==> src/rtl/gate_sweep_controller.sv <==
// Self-test sequencer for a two-input gate bank: walks a/b through all four
// combinations, samples the seven gate outputs and grades them against golden values.
module gate_sweep_controller #(
    parameter int SETTLE_CYCLES = 1
) (
    input  logic        clk,
    input  logic        rst,
    input  logic        start,
    output logic        gate_a,
    output logic        gate_b,
    input  logic [6:0]  gate_y,
    output logic        busy,
    output logic        done,
    output logic        pass,
    output logic [27:0] truth_table,
    output logic [6:0]  fail_mask
);

    localparam int CW = (SETTLE_CYCLES > 1) ? $clog2(SETTLE_CYCLES) : 1;
    localparam logic [CW-1:0] CNT_LAST = CW'(SETTLE_CYCLES - 1);

    typedef enum logic [1:0] {
        IDLE   = 2'd0,
        DRIVE  = 2'd1,
        SAMPLE = 2'd2,
        FINISH = 2'd3
    } state_t;

    state_t        state;
    logic [1:0]    idx;
    logic [CW-1:0] cnt;
    logic [6:0]    acc;
    logic [6:0]    golden;
    logic [6:0]    diff;
    logic [4:0]    slot_base;

    // Golden word for the slot currently on the bank; bit order is
    // {xnor, nor, nand, xor, not(a), or, and}.
    always_comb begin
        golden = 7'h00;
        case (idx)
            2'd0: golden = 7'h74;
            2'd1: golden = 7'h1E;
            2'd2: golden = 7'h1A;
            2'd3: golden = 7'h43;
            default: golden = 7'h00;
        endcase
        diff      = gate_y ^ golden;
        slot_base = 5'(idx) * 5'd7;
    end

    // fail_mask/pass are published only at the end of the sweep; acc carries
    // the running mismatch flags until then.
    always_ff @(posedge clk) begin
        if (rst) begin
            state       <= IDLE;
            idx         <= 2'd0;
            cnt         <= '0;
            acc         <= 7'h00;
            gate_a      <= 1'b0;
            gate_b      <= 1'b0;
            busy        <= 1'b0;
            done        <= 1'b0;
            pass        <= 1'b0;
            truth_table <= 28'h0;
            fail_mask   <= 7'h00;
        end else begin
            done <= 1'b0;
            case (state)
                IDLE: begin
                    gate_a <= 1'b0;
                    gate_b <= 1'b0;
                    busy   <= 1'b0;
                    if (start) begin
                        truth_table <= 28'h0;
                        fail_mask   <= 7'h00;
                        pass        <= 1'b0;
                        acc         <= 7'h00;
                        idx         <= 2'd0;
                        cnt         <= '0;
                        busy        <= 1'b1;
                        state       <= DRIVE;
                    end
                end
                DRIVE: begin
                    if (cnt == CNT_LAST) begin
                        cnt   <= '0;
                        state <= SAMPLE;
                    end else begin
                        cnt <= cnt + 1'b1;
                    end
                end
                SAMPLE: begin
                    truth_table[slot_base +: 7] <= gate_y;
                    if (idx == 2'd3) begin
                        fail_mask <= acc | diff;
                        pass      <= ((acc | diff) == 7'h00);
                        done      <= 1'b1;
                        busy      <= 1'b0;
                        gate_a    <= 1'b0;
                        gate_b    <= 1'b0;
                        state     <= FINISH;
                    end else begin
                        acc              <= acc | diff;
                        idx              <= idx + 2'd1;
                        {gate_a, gate_b} <= idx + 2'd1;
                        state            <= DRIVE;
                    end
                end
                FINISH: begin
                    state <= IDLE;
                end
                default: state <= IDLE;
            endcase
        end
    end

endmodule

==> config.mk <==
export PLATFORM = sky130hd
export DESIGN_NAME = gate_sweep_controller
export DESIGN_NICKNAME = d
export VERILOG_FILES = /design/src/rtl/gate_sweep_controller.sv
export SDC_FILE = /design/constraint.sdc
export NUM_CORES = 1
export LEC_CHECK = 0
export ABC_AREA = 1
export BUFFER_PORTS_ARGS = -buffer_cell sky130_fd_sc_hd__buf_2
export CORE_MARGIN = 5
export CORE_UTILIZATION = 37
export CTS_CLUSTER_DIAMETER = 150
export CTS_CLUSTER_SIZE = 20
export DETAILED_ROUTE_END_ITERATION = 7
export GPL_TIMING_DRIVEN = 0
export RECOVER_POWER = 25
export SLEW_MARGIN = 20
export SYNTH_ARGS = -nofsm -noshare
export SYNTH_HDL_FRONTEND = slang
export SYNTH_SLANG_ARGS = --single-unit
==> constraint.sdc <==
create_clock -name clk -period 2.31 [get_ports clk]
set_clock_uncertainty 0.05 [all_clocks]
set_input_delay 0 -clock clk [delete_from_list [all_inputs] [get_ports clk]]
set_output_delay 0 -clock clk [all_outputs]
set_load 0.005 [all_outputs]
# Word level (Yosys, flattened, before mapping)
# Index checks and enable logic that the tools add are counted.
[word_totals]
register_bits = 52
output_inout_bits = 40
word_cells = 71
[classes]
addsub = 3
multipliers = 1
eq_ne = 10
shifts = 2
n_mux = 29
bitwise = 3
n_reduce_logical = 12
[op_table]
columns = ["operator", "count"]
rows = [
  ["28-bit one-hot mux with 2 select lines", 1],
  ["28-bit bitwise mux", 1],
  ["28-bit two-way mux", 1],
  ["7-bit one-hot mux with 2 select lines", 2],
  ["7-bit one-hot mux with 4 select lines", 1],
  ["7-bit by 7-bit variable shift with 28-bit output, first input constant", 1],
  ["7-bit by 7-bit indexed part select with 28-bit output", 1],
  ["7-bit two-way mux", 3],
  ["2-bit two-way mux", 5],
  ["1-bit one-hot mux with 2 select lines", 5],
  ["2-bit equality test, second input constant", 4],
  ["1-bit two-way mux", 8],
  ["2-bit inequality test, second input constant", 4],
  ["2-bit one-hot mux with 4 select lines", 1],
  ["2-bit AND reduction", 4],
  ["7-bit logical NOT", 1],
  ["5-bit negation with 7-bit output", 1],
  ["7-bit bitwise OR", 1],
  ["7-bit XOR", 1],
  ["3-bit AND reduction", 2],
  ["2-bit by 3-bit multiplier with 5-bit output, second input constant", 1],
  ["2-bit by 1-bit equality test with 1-bit output, second input constant", 2],
  ["2-bit logical NOT", 2],
  ["2-bit one-hot mux with 2 select lines", 1],
  ["5 further kinds", 6],
]

# Logic depth before layout (Yosys ltp)
# Gate-level depths: netlist of run 1.
[depth]
word_depth = 7
mapped_depth = 11
ltp_nobuf = 11

# Worst setup path after synthesis of run 1
# OpenSTA, ideal clock, no wires.
[synth_path]
path_type = "register -> register"
startpoint = "register idx[0]"
endpoint = "register pass"
setup_ns = 0.070
t_arrival_ns = 1.735
required_time_ns = 2.190
setup_slack_ns = 0.455
stages_incl_launch_ff = 12
path_buffers = 0
period_less_slack_ns = 1.855
cell_sequence = "dfxtp_1 -> inv_1 -> ha_1 -> inv_2 -> ha_1 -> inv_1 -> nand2_1 -> nor2_1 -> nand3_1 -> nor2_1 -> nand2_1 -> a21oi_1"
[synth_via]
elab_chain_len = 7
[synth_rtl]
columns = ["element", "line_no", "text"]
rows = [
  ["from (decl)", "30", "logic [1:0] idx;"],
  ["from (signal assigned)", "105", "idx <= idx + 2'd1;"],
  ["2-bit equality test (tied with other cells)", "41, 95", ""],
  ["7-bit one-hot mux with 4 select lines", "41", "case (idx)"],
  ["7-bit XOR", "48", "diff = gate_y ^ golden;"],
  ["7-bit bitwise OR", "97", "pass <= ((acc | diff) == 7'h00);"],
  ["7-bit logical NOT", "97", ""],
  ["1-bit two-way mux", "95", "if (idx == 2'd3) begin"],
  ["1-bit one-hot mux with 2 select lines", "69", "case (state)"],
  ["to (signal assigned)", "97", ""],
  ["to (decl)", "14", "output logic pass,"],
]
# Several ways; a longest one is shown, not always the timed one. The select of a mux whose other input is x is not followed.
# A chain may end at the register's enable or synchronous reset.

# Final worst setup path of run 1
# Ends and elaborated chain as after synthesis.

==> flow_metrics.py, run 1 <==
metrics = {
    "clocking": {
        "h-tree-depth": 2,
        "clk_pin_slew_ns": 0.10,
        "clk_latency_ns": 0.31,
        "cts_root_buf": "clkbuf_8",
        "clkSinkCount": 51,
        "cts_tree": "built",
        "cts_setup_buffers": 0,
        "cts_inserted_buffers": 5,
        "ctsLongestPathBuffers": 2,
    },
    "worst_hold_path": {
        "hold_class": "input pin to flip-flop",
        "hold-path-endpoint": "truth_table[12]",
        "hold_path_depth": 5,
        "min_from": "gate_y[5]",
    },
    "sta": {
        "slew_viol_final": 0,
        "fmax_ghz": 0.4775,
        "fin_setup_tns_ns": 0,
        "post-route-period-util_pct": 90.65,
        "period_needed_ns": 2.094,
        "hold_viol": 0,
        "maxSlewHeadroom_pct": 64.48,
        "grt_setup_unrepaired": "no",
        "fin_hold_ws_ns": 0.04886,
        "worst_pin_slew_ns": 0.5328,
        "setup_viol": 0,
    },
    "power": {
        "total_leakage_power_nw": 1.108,
        "cellPowerDensity_nw_per_um2": 606.2,
        "ir_worst_vdd_v": 0.0002714,
        "finalPower_w": 0.001616,
    },
    "floorplanning": {
        "rows": 28,
        "initial_core_util_pct": 37.49,
        "die_h_um": 87.00,
        "ios": 50,
        "die-area_um2": 7568,
        "die_x_um": 87.00,
        "core_um2": 5851,
    },
    "worst_setup_path": {
        "endpoint_kind": "flip-flop",
        "critPathArrivalTime_ns": 2.29,
        "regToRegSetupSlack_ns": 0.22,
        "r2r-start": "idx[0]",
        "reg2regPathDepth": 11,
        "cp_data_required_time_ns": 2.50,
        "critPathKind": "flip-flop to flip-flop",
        "start_kind": "flip-flop",
        "r2r_end": "pass",
        "crit_fanout": 11,
    },
    "grt": {
        "grt.overflow.total": 0,
        "grt_pass1_vias": 2016,
        "antenna_found_initial": 0,
        "gr-usage-all-layers_pct": 15.76,
        "grt_max_degree": 17,
        "grt_pass1_wl_um": 9494,
    },
    "routing": {
        "routedWlPerCell_um": 12.97,
        "drt-total-wl_um": 5628,
        "drc": 0,
        "antenna_left": 0,
        "via_count": 2049,
        "viasPerCell": 4.721,
        "drt_first_iter_violations": 97,
        "drt_pass1_iterations": 4,
    },
    "finish": {
        "final_area_um2": 2665,
        "fill_cells": 622,
        "area_growth_pct": 21.51,
        "drive_above_1_share_pct": 18.66,
        "regArea_um2": 1022,
        "layout_commonest_cell": "nand2_1",
        "final_cell_mix": "nand2_1 (96), dfxtp_1 (50), a21oi_1 (49)",
        "diodes": 0,
        "final_net_count": 377,
        "multi_input_area_um2": 1039,
    },
    "yosys": {
        "synthTopCellsByArea": "dfxtp_1 (47%), nand2_1 (16%), a21oi_1 (11%), ha_1 (5.1%), nor2_1 (4.3%)",
        "yosysTopAreaCell": "dfxtp_1",
        "ys_seq_area_share_pct": 46.55,
        "yosys_warnings": 0,
        "ys_ff_latch": 51,
        "avgSynthCellArea_um2": 7.385,
        "ys_types": 25,
        "synth.net_count": 316,
        "synthesis.area_um2": 2193,
        "synth_cells": 297,
        "synth.top_cell.area_share_pct": 46.55,
    },
    "flow_run": {
        "drv_cap": 0,
    },
    "placement": {
        "post_dp_cell_area_um2": 2527,
        "post-dp-hpwl_um": 4155,
        "io_buffer_count": 48,
        "gp_congestion": 0.8210,
    },
    "run_status": {
        "outcome": "complete, no violations",
    },
}
critical path, cell delays in order (launching register included):
cell and delay [ns]:
dfxtp_2 0.38, inv_1 0.20, ha_1 0.34, inv_2 0.16, ha_1 0.31, inv_1 0.10
nand2_1 0.06, nor2_1 0.08, nand3_1 0.08, nor2_1 0.10, nand2_1 0.06, a21oi_1 0.12
synthesized netlist by cell type (all sizes together):
master / instances
clkbuf: 4
o211ai: 1
a21oi: 49
nand2: 99
inv: 24
nand3: 13
or2: 1
dfxtp: 51
ha: 9
buf: 5
nor2: 27
nand3b: 1
nor3: 1
o21ai: 11
o21bai: 1
where the power goes:
group          internal, W  total, W  switching, W
logic            0.0000609  0.000179      0.000118
registers         0.000899  0.000912     0.0000133
clock network     0.000212  0.000524      0.000313
state kept, by name (all words and copies together) (netlist names):
signal and count:
acc 7, busy 1, done 1, fail_mask 7
gate_a 1, gate_b 1, idx 2, pass 1
state 2, truth_table 28
how the worst max path moves through the flow:
stage / cells past startpoint / slack (ns) / to / start
final: 11 / 0.22 / pass / idx[0]
after global routing: 11 / 0.04 / pass / idx[0]
after CTS: 11 / 0.06 / pass / idx[0]
after detailed placement: 11 / 0.09 / pass / idx[0]
after global placement: 11 / 0.08 / pass / idx[0]
after floorplan: 11 / 0.45 / pass / idx[0]
metrics by stage:
stage / std cells / util, % / worst slack (ns)
floorplan: 297 / - / 0.4546
global placement: 420 / 43.20 / 0.08333
detailed placement: 420 / 43.20 / 0.08990
CTS: 434 / 45.74 / 0.05982
global route: 434 / 45.55 / 0.03524
finish: 434 / 45.55 / 0.2159
cells by family (layout without fill, tap and decap cells):
logic type / count (synthesis) / after routing / synth area share (%)
flip-flops: 51 / 51 / 46.55
AND/OR/NAND/NOR: 142 / 142 / 27.33
AO/OA/AOI/OAI: 62 / 62 / 14.89
buffers and inverters: 33 / 95 / 6.103
adder cells (fa/ha/maj): 9 / 9 / 5.134
routing by layer:
| layer | GRT usage, % | up-vias | share of wire [%] | wire [um] |
|---|---|---|---|---|
| met2 | 26.36 | 54 | 47 | 2619 |
| met4 | 5.099 | 0 | 1.9 | 106 |
| met5 | 0 | - | 0 | 0 |
| met3 | 3.879 | 10 | 5.7 | 321 |
| li1 | - | 1075 | - | - |
| met1 | 19.81 | 910 | 46 | 2581 |
repair_timing:
item | CTS | global route
hold buffers | 6 | 0
resized for setup | 0 | 1
hold endpoints to repair | 12 | 0
setup endpoints to repair | 0 | 1
layout make-up:
cell class,count,area share [%]
buffer,9,1.643
clock buffer,5,2.582
clock inverter,3,0.7512
inverter,24,3.380
multi-input combinational,213,38.97
sequential,51,38.36
tap,75,3.521
timing repair buffer,54,10.80
Note: power is estimated with default switching activity, not from simulation.
==> run 2, diff against run 1 <==
Settings changed: ABC_AREA 1 to unset.
==> run 2 against run 1 <==
Global-route usage increased by 0.61 points. Clock-buffer cell count increased by 1. Synthesized cell count decreased by 22%. Largest power group unchanged. Critical path type unchanged.
==> flow_metrics.py, run 2 <==
metrics = {
    "worst_setup_path": {
        "cpMaxStageDelayCell": "or4_4",
        "regToRegSetupSlack_ns": 0.21,
        "r2r_end": "pass",
        "reg2regPathDepth": 6,
        "critPathArrivalTime_ns": 2.30,
        "crit_chain": "inv_1 > ha_1 > or3_1 > a21o_1 > or4_4 > o21ai_2",
        "crit_fanout": 8,
        "cp_slowest_stage_delay_ns": 0.49,
        "cp_data_required_time_ns": 2.51,
        "startpoint": "idx[0]",
        "start_kind": "flip-flop",
        "critPathCapture": "pass",
        "endpoint_kind": "flip-flop",
        "r2r-start": "idx[0]",
        "critPathKind": "flip-flop to flip-flop",
    },
    "yosys": {
        "synthFlopType": "dfxtp_1",
        "synth_cells": 232,
        "synth_edf_count": 0,
        "synth_top_family_by_area": "compound AO/OA/AOI/OAI gates",
        "yosysTopAreaCell": "dfxtp_1",
        "yosysMostFrequentCell": "dfxtp_1",
        "ys_seq_area_share_pct": 47.41,
        "ys_ff_latch": 51,
        "avgSynthCellArea_um2": 9.282,
        "synth_mux_area_share_pct": 1.395,
        "yosys-top-cells-count": "dfxtp_1 (51), nor2_1 (43), a22oi_1 (27), nand2_1 (12), a21oi_1 (11)",
        "synthesis.area_um2": 2153,
        "synth-simple-area-share_pct": 19.47,
        "yosys_warnings": 0,
        "synthArstFlopShare_pct": 0,
        "synth_xor_xnor_area_share_pct": 0.4067,
        "synth.top_cell.area_share_pct": 47.41,
        "synth.net_count": 251,
        "ys_types": 39,
        "synthTopCellsByArea": "dfxtp_1 (47%), a22oi_1 (9.4%), nor2_1 (7.5%), ha_1 (5.2%), nand2b_1 (2.6%)",
        "synth_compound_gate_area_share_pct": 20.34,
        "synth_fa_ha_area_share_pct": 5.230,
    },
    "power": {
        "total_leakage_power_nw": 1.135,
        "p_comb_share_pct": 9.6,
        "sw_frac_of_total_pct": 23.88,
        "cellPowerDensity_nw_per_um2": 650.1,
        "seqPwrFrac_pct": 52.9,
        "ir_worst_vdd_v": 0.0002362,
        "pwr-share-clk_pct": 37.5,
        "finalPower_w": 0.001707,
        "p_switching_w": 0.0004077,
        "intPower_w": 0.001300,
    },
    "sta": {
        "grt_setup_unrepaired": "no",
        "worst_pin_slew_ns": 0.6624,
        "hold_viol": 0,
        "period_needed_ns": 2.101,
        "setup_viol": 0,
        "maxSlewHeadroom_pct": 55.72,
        "worst_slack_ns": 0.2092,
        "post-route-period-util_pct": 90.95,
        "fmax_ghz": 0.4760,
        "fin_hold_ws_ns": 0.007391,
        "fin_setup_tns_ns": 0,
        "slew_viol_final": 0,
    },
    "routing": {
        "antenna_left": 0,
        "drc": 0,
        "drt_pass1_iterations": 4,
        "routedWlPerCell_um": 15.82,
        "drt_first_iter_violations": 125,
        "viasPerCell": 5.246,
        "via_count": 1899,
        "drt-total-wl_um": 5727,
    },
    "finish": {
        "regArea_um2": 1022,
        "drive_above_1_share_pct": 21.03,
        "area_growth_pct": 21.96,
        "layout_commonest_cell": "dfxtp_1",
        "post-route-util_pct": 47.12,
        "top_regs": "truth_table: 28 flops, acc: 7 flops, fail_mask: 7 flops",
        "final_net_count": 308,
        "final_cell_mix": "dfxtp_1 (50), nor2_1 (43), buf_2 (42)",
        "regMostFlops": "truth_table",
        "fill_cells": 572,
        "largest_register_ffs": 28,
        "diodes": 0,
        "multi_input_area_um2": 1008,
    },
    "grt": {
        "grt.overflow.total": 0,
        "grt_pass1_wl_um": 9508,
        "grt_max_degree": 16,
        "grt_pass1_vias": 1772,
        "antenna_found_initial": 0,
        "gr-usage-all-layers_pct": 16.38,
    },
    "clocking": {
        "ctsLongestPathBuffers": 2,
        "cts_inserted_buffers": 5,
        "cts_root_buf": "clkbuf_8",
        "clkSinkCount": 51,
        "clk_pin_slew_ns": 0.09,
        "clk_latency_ns": 0.31,
        "h-tree-depth": 2,
        "cts_tree": "built",
    },
    "floorplanning": {
        "die_x_um": 86.29,
        "core_um2": 5574,
        "die_h_um": 86.29,
        "ios": 50,
        "die-area_um2": 7445,
        "initial_core_util_pct": 38.63,
        "rows": 27,
    },
    "run_status": {
        "outcome": "complete, no violations",
    },
    "placement": {
        "dp_slack_ns": 0.1110,
        "io_buffer_count": 47,
        "gp_congestion": 0.8452,
        "post-dp-hpwl_um": 4187,
    },
    "flow_run": {
        "drv_cap": 0,
    },
    "worst_hold_path": {
        "min_from": "gate_y[2]",
        "hold_class": "input pin to flip-flop",
    },
}
-- run 2: changes by cell type after synthesis, moves of 10 or more --
cell	before	now
nand2_1	96	12
nor2_1	25	43
nand3_1	11	1
a21oi_1	49	11
inv_1	19	9
a22oi_1	0	27
-- run 2: kinds of logic after synthesis --
group,Yosys count
mux,3
buf+inv,23
xor+xnor,1
fa+ha+maj,9
compound gates,60
simple gates,85
flops,51
-- run 2: how the worst min path moves through the flow --
stage / to / slack [ns] / cells past startpoint
detailed placement: state[0] / 0.25 / 3
global placement: state[0] / 0.25 / 3
global route: truth_table[14] / 0.007 / 3
floorplan: truth_table[16] / 0.08 / 1
finish: truth_table[16] / 0.007 / 2
CTS: truth_table[16] / 0.002 / 2
-- run 2: layout make-up --
| class | instances | area share (%) |
|---|---|---|
| Timing Repair Buffer | 51 | 10.20 |
| Clock buffer | 6 | 3.144 |
| Tap cell | 72 | 3.430 |
| Clock inverter | 2 | 1.334 |
| Inverter | 9 | 1.286 |
| Buffer | 13 | 3.287 |
| Multi-Input combinational cell | 158 | 38.40 |
| Sequential cell | 51 | 38.92 |
-- run 2: metal layers --
metal  up-vias  part of all wire, %  track usage (%)
met4         0                  2.0            6.091
met2        56                   46            25.86
met5         -                    0                0
met1       888                   44            21.85
met3        11                  7.2            3.707
li1        944                    -                -
-- run 2: timing repair --
item	CTS	global route
hold buffers	4	0
endpoints found under the hold margin	7	0
resized for setup	0	1
endpoints found under the setup margin	0	10
setup buffers	0	0
-- run 2: critical path: cells and delay by family (launching register included) --
family / cells / cell delay [ns]
AND/OR/NAND/NOR: 2 / 0.88
flip-flops: 1 / 0.41
AO/OA/AOI/OAI: 2 / 0.34
adder cells (fa/ha/maj): 1 / 0.27
buffers and inverters: 1 / 0.09
-- run 2: power by group through the flow --
stage | Combinational [W] | Sequential (W) | Clock, W
finish | 0.000164 | 0.000903 | 0.000640
global placement | 0.000161 | 0.000923 | 0
floorplan | 0.000103 | 0.000921 | 0
detailed placement | 0.000161 | 0.000923 | 0
CTS | 0.000167 | 0.000902 | 0.000656
global route | 0.000184 | 0.000905 | 0.000694
-- run 2: per-stage QoR --
step / instances / instance area, um2
global route: 362 / 2626
floorplan: 232 / 2153
global placement: 351 / 2479
CTS: 363 / 2636
finish: 362 / 2626
detailed placement: 351 / 2479
==> run 3, diff against run 2 <==
Settings changed: CORE_ASPECT_RATIO set to 1.4, CORE_UTILIZATION 37 to 53, PLACE_DENSITY set to 0.79.
==> run 3 against run 2 <==
Worst hold slack worse by 0.0049 ns. Total power down 1.1%. Via count down 0.16%. Register-to-register slack worse by 0.02 ns. Sequential share of layout area up 0.30 points. Maximum frequency down 0.78%. Clock power down 3.1%. Die area down 27%. Critical path depth unchanged. Cell area down 0.76%. Worst setup slack worse by 0.017 ns. Sequential cell count unchanged. Critical path type unchanged. Critical endpoint unchanged.
==> flow_metrics.py, run 3 (synthesized netlist as in run 2, its figures left out) <==
metrics = {
    "flow_run": {
        "drv_cap": 0,
    },
    "placement": {
        "io_buffer_count": 47,
        "gp_congestion": 0.8290,
        "post-dp-hpwl_um": 3938,
    },
    "sta": {
        "maxSlewHeadroom_pct": 55.47,
        "setup_viol": 0,
        "fmax_ghz": 0.4723,
        "hold_viol": 0,
        "period_needed_ns": 2.117,
        "slew_viol_final": 0,
        "fin_hold_ws_ns": 0.002456,
        "worst_pin_slew_ns": 0.6662,
        "post-route-period-util_pct": 91.66,
        "fin_setup_tns_ns": 0,
        "grt_setup_unrepaired": "no",
    },
    "grt": {
        "gr-usage-all-layers_pct": 20.13,
        "grt_pass1_wl_um": 8694,
        "grt_max_degree": 17,
        "antenna_found_initial": 0,
        "grt.overflow.total": 0,
        "grt_pass1_vias": 1819,
    },
    "power": {
        "ir_worst_vdd_v": 0.0008310,
        "cellPowerDensity_nw_per_um2": 648.2,
        "total_leakage_power_nw": 1.144,
    },
    "worst_setup_path": {
        "endpoint_kind": "flip-flop",
        "crit_family": "simple AND/OR/NAND/NOR gates",
        "cp_data_required_time_ns": 2.51,
        "cpMaxStageDelayCell": "or4_4",
        "cp_slowest_stage_delay_ns": 0.49,
        "critPathArrivalTime_ns": 2.31,
        "start_kind": "flip-flop",
        "crit_buf_inv": 1,
        "crit_fanout": 8,
        "critPathKind": "flip-flop to flip-flop",
        "crit_chain": "inv_1 > ha_1 > or3_1 > a21o_1 > or4_4 > o21ai_2",
    },
    "floorplanning": {
        "ios": 50,
        "initial_core_util_pct": 54.95,
        "die_x_um": 63.87,
        "core_um2": 3919,
        "rows": 27,
        "die-area_um2": 5456,
        "die_h_um": 85.42,
    },
    "clocking": {
        "clk_pin_slew_ns": 0.09,
        "cts_tree": "built",
        "ctsLongestPathBuffers": 2,
        "h-tree-depth": 2,
        "cts_root_buf": "clkbuf_8",
        "clkSinkCount": 51,
        "cts_inserted_buffers": 5,
        "clk_latency_ns": 0.31,
    },
    "finish": {
        "final_net_count": 310,
        "largest_register_ffs": 28,
        "layout_commonest_cell": "dfxtp_1",
        "diodes": 0,
        "drive_above_1_share_pct": 21.23,
        "regMostFlops": "truth_table",
        "top_regs": "truth_table: 28 flops, acc: 7 flops, fail_mask: 7 flops",
        "final_cell_mix": "dfxtp_1 (50), nor2_1 (43), buf_2 (43)",
        "area_growth_pct": 21.03,
    },
    "routing": {
        "drt_pass1_iterations": 4,
        "via_count": 1896,
        "drt-total-wl_um": 5385,
        "viasPerCell": 5.660,
        "antenna_left": 0,
        "drt_first_iter_violations": 100,
        "drc": 0,
        "routedWlPerCell_um": 16.07,
    },
    "run_status": {
        "outcome": "complete, no violations",
    },
    "worst_hold_path": {
        "hold_class": "input pin to flip-flop",
    },
}
[run 3: cell types whose count changed in the layout (fill, tap and decap cells not counted), sizes merged]
| cell | previous run | this run |
|---|---|---|
| clkbuf | 21 | 19 |
| dlygate4sd3 | 4 | 6 |
| buf | 45 | 46 |
| clkinv | 1 | 2 |
[run 3: cell type report]
type | instances | area [um2]
clock inverter | 3 | 43.79
buffer | 13 | 86.33
clock buffer | 5 | 68.82
inverter | 9 | 33.78
tap | 43 | 53.80
timing repair buffer | 53 | 289.0
multi-input combinational | 158 | 1008
fill | 349 | 1313
sequential | 51 | 1022
[run 3: final timing paths]
check,to,start,cells past startpoint,slack [ns]
worst max-delay path,pass,idx[0],6,0.19
worst max register to register,pass,idx[0],6,0.19
worst min register to register,fail_mask[4],fail_mask[4],2,0.41
worst min-delay path,truth_table[18],gate_y[4],3,0.002
[run 3: worst reg2reg max path, stage by stage (launching register included)]
cell	delay [ns]
dfxtp_2	0.41
inv_1	0.10
ha_1	0.27
or3_1	0.38
a21o_1	0.23
or4_4	0.49
o21ai_2	0.11
[run 3: routing by layer]
layer	track usage (%)	up-vias	part of all wire (%)
met5	0	-	0
met4	9.452	0	2.3
met3	5.033	10	6.0
met2	34.22	57	52
met1	23.21	888	40
li1	-	941	-
[run 3: through the flow]
step	setup slack [ns]	util [%]	power [W]	instances	cell area, um2
6_report	0.1925	66.51	0.001689	335	2606
5_1_grt	0.1151	66.51	0.001754	335	2606
4_1_cts	0.08943	66.73	0.001696	336	2615
3_5_place_dp	0.1200	62.32	0.001080	322	2442
3_3_place_gp	0.1168	62.32	0.001078	322	2442
2_1_floorplan	0.2991	-	0.001024	232	2153
[run 3: power by group]
part           total (W)  switching (W)  internal [W]
Combinational   0.000167       0.000107     0.0000607
Sequential      0.000902      0.0000115      0.000891
Clock           0.000620       0.000297      0.000323
[run 3: repair_timing]
action	4_1_cts	5_1_grt
resized for setup	0	1
setup endpoints to repair	0	10
hold endpoints to repair	10	0
hold buffers	6	0
setup buffers	0	0
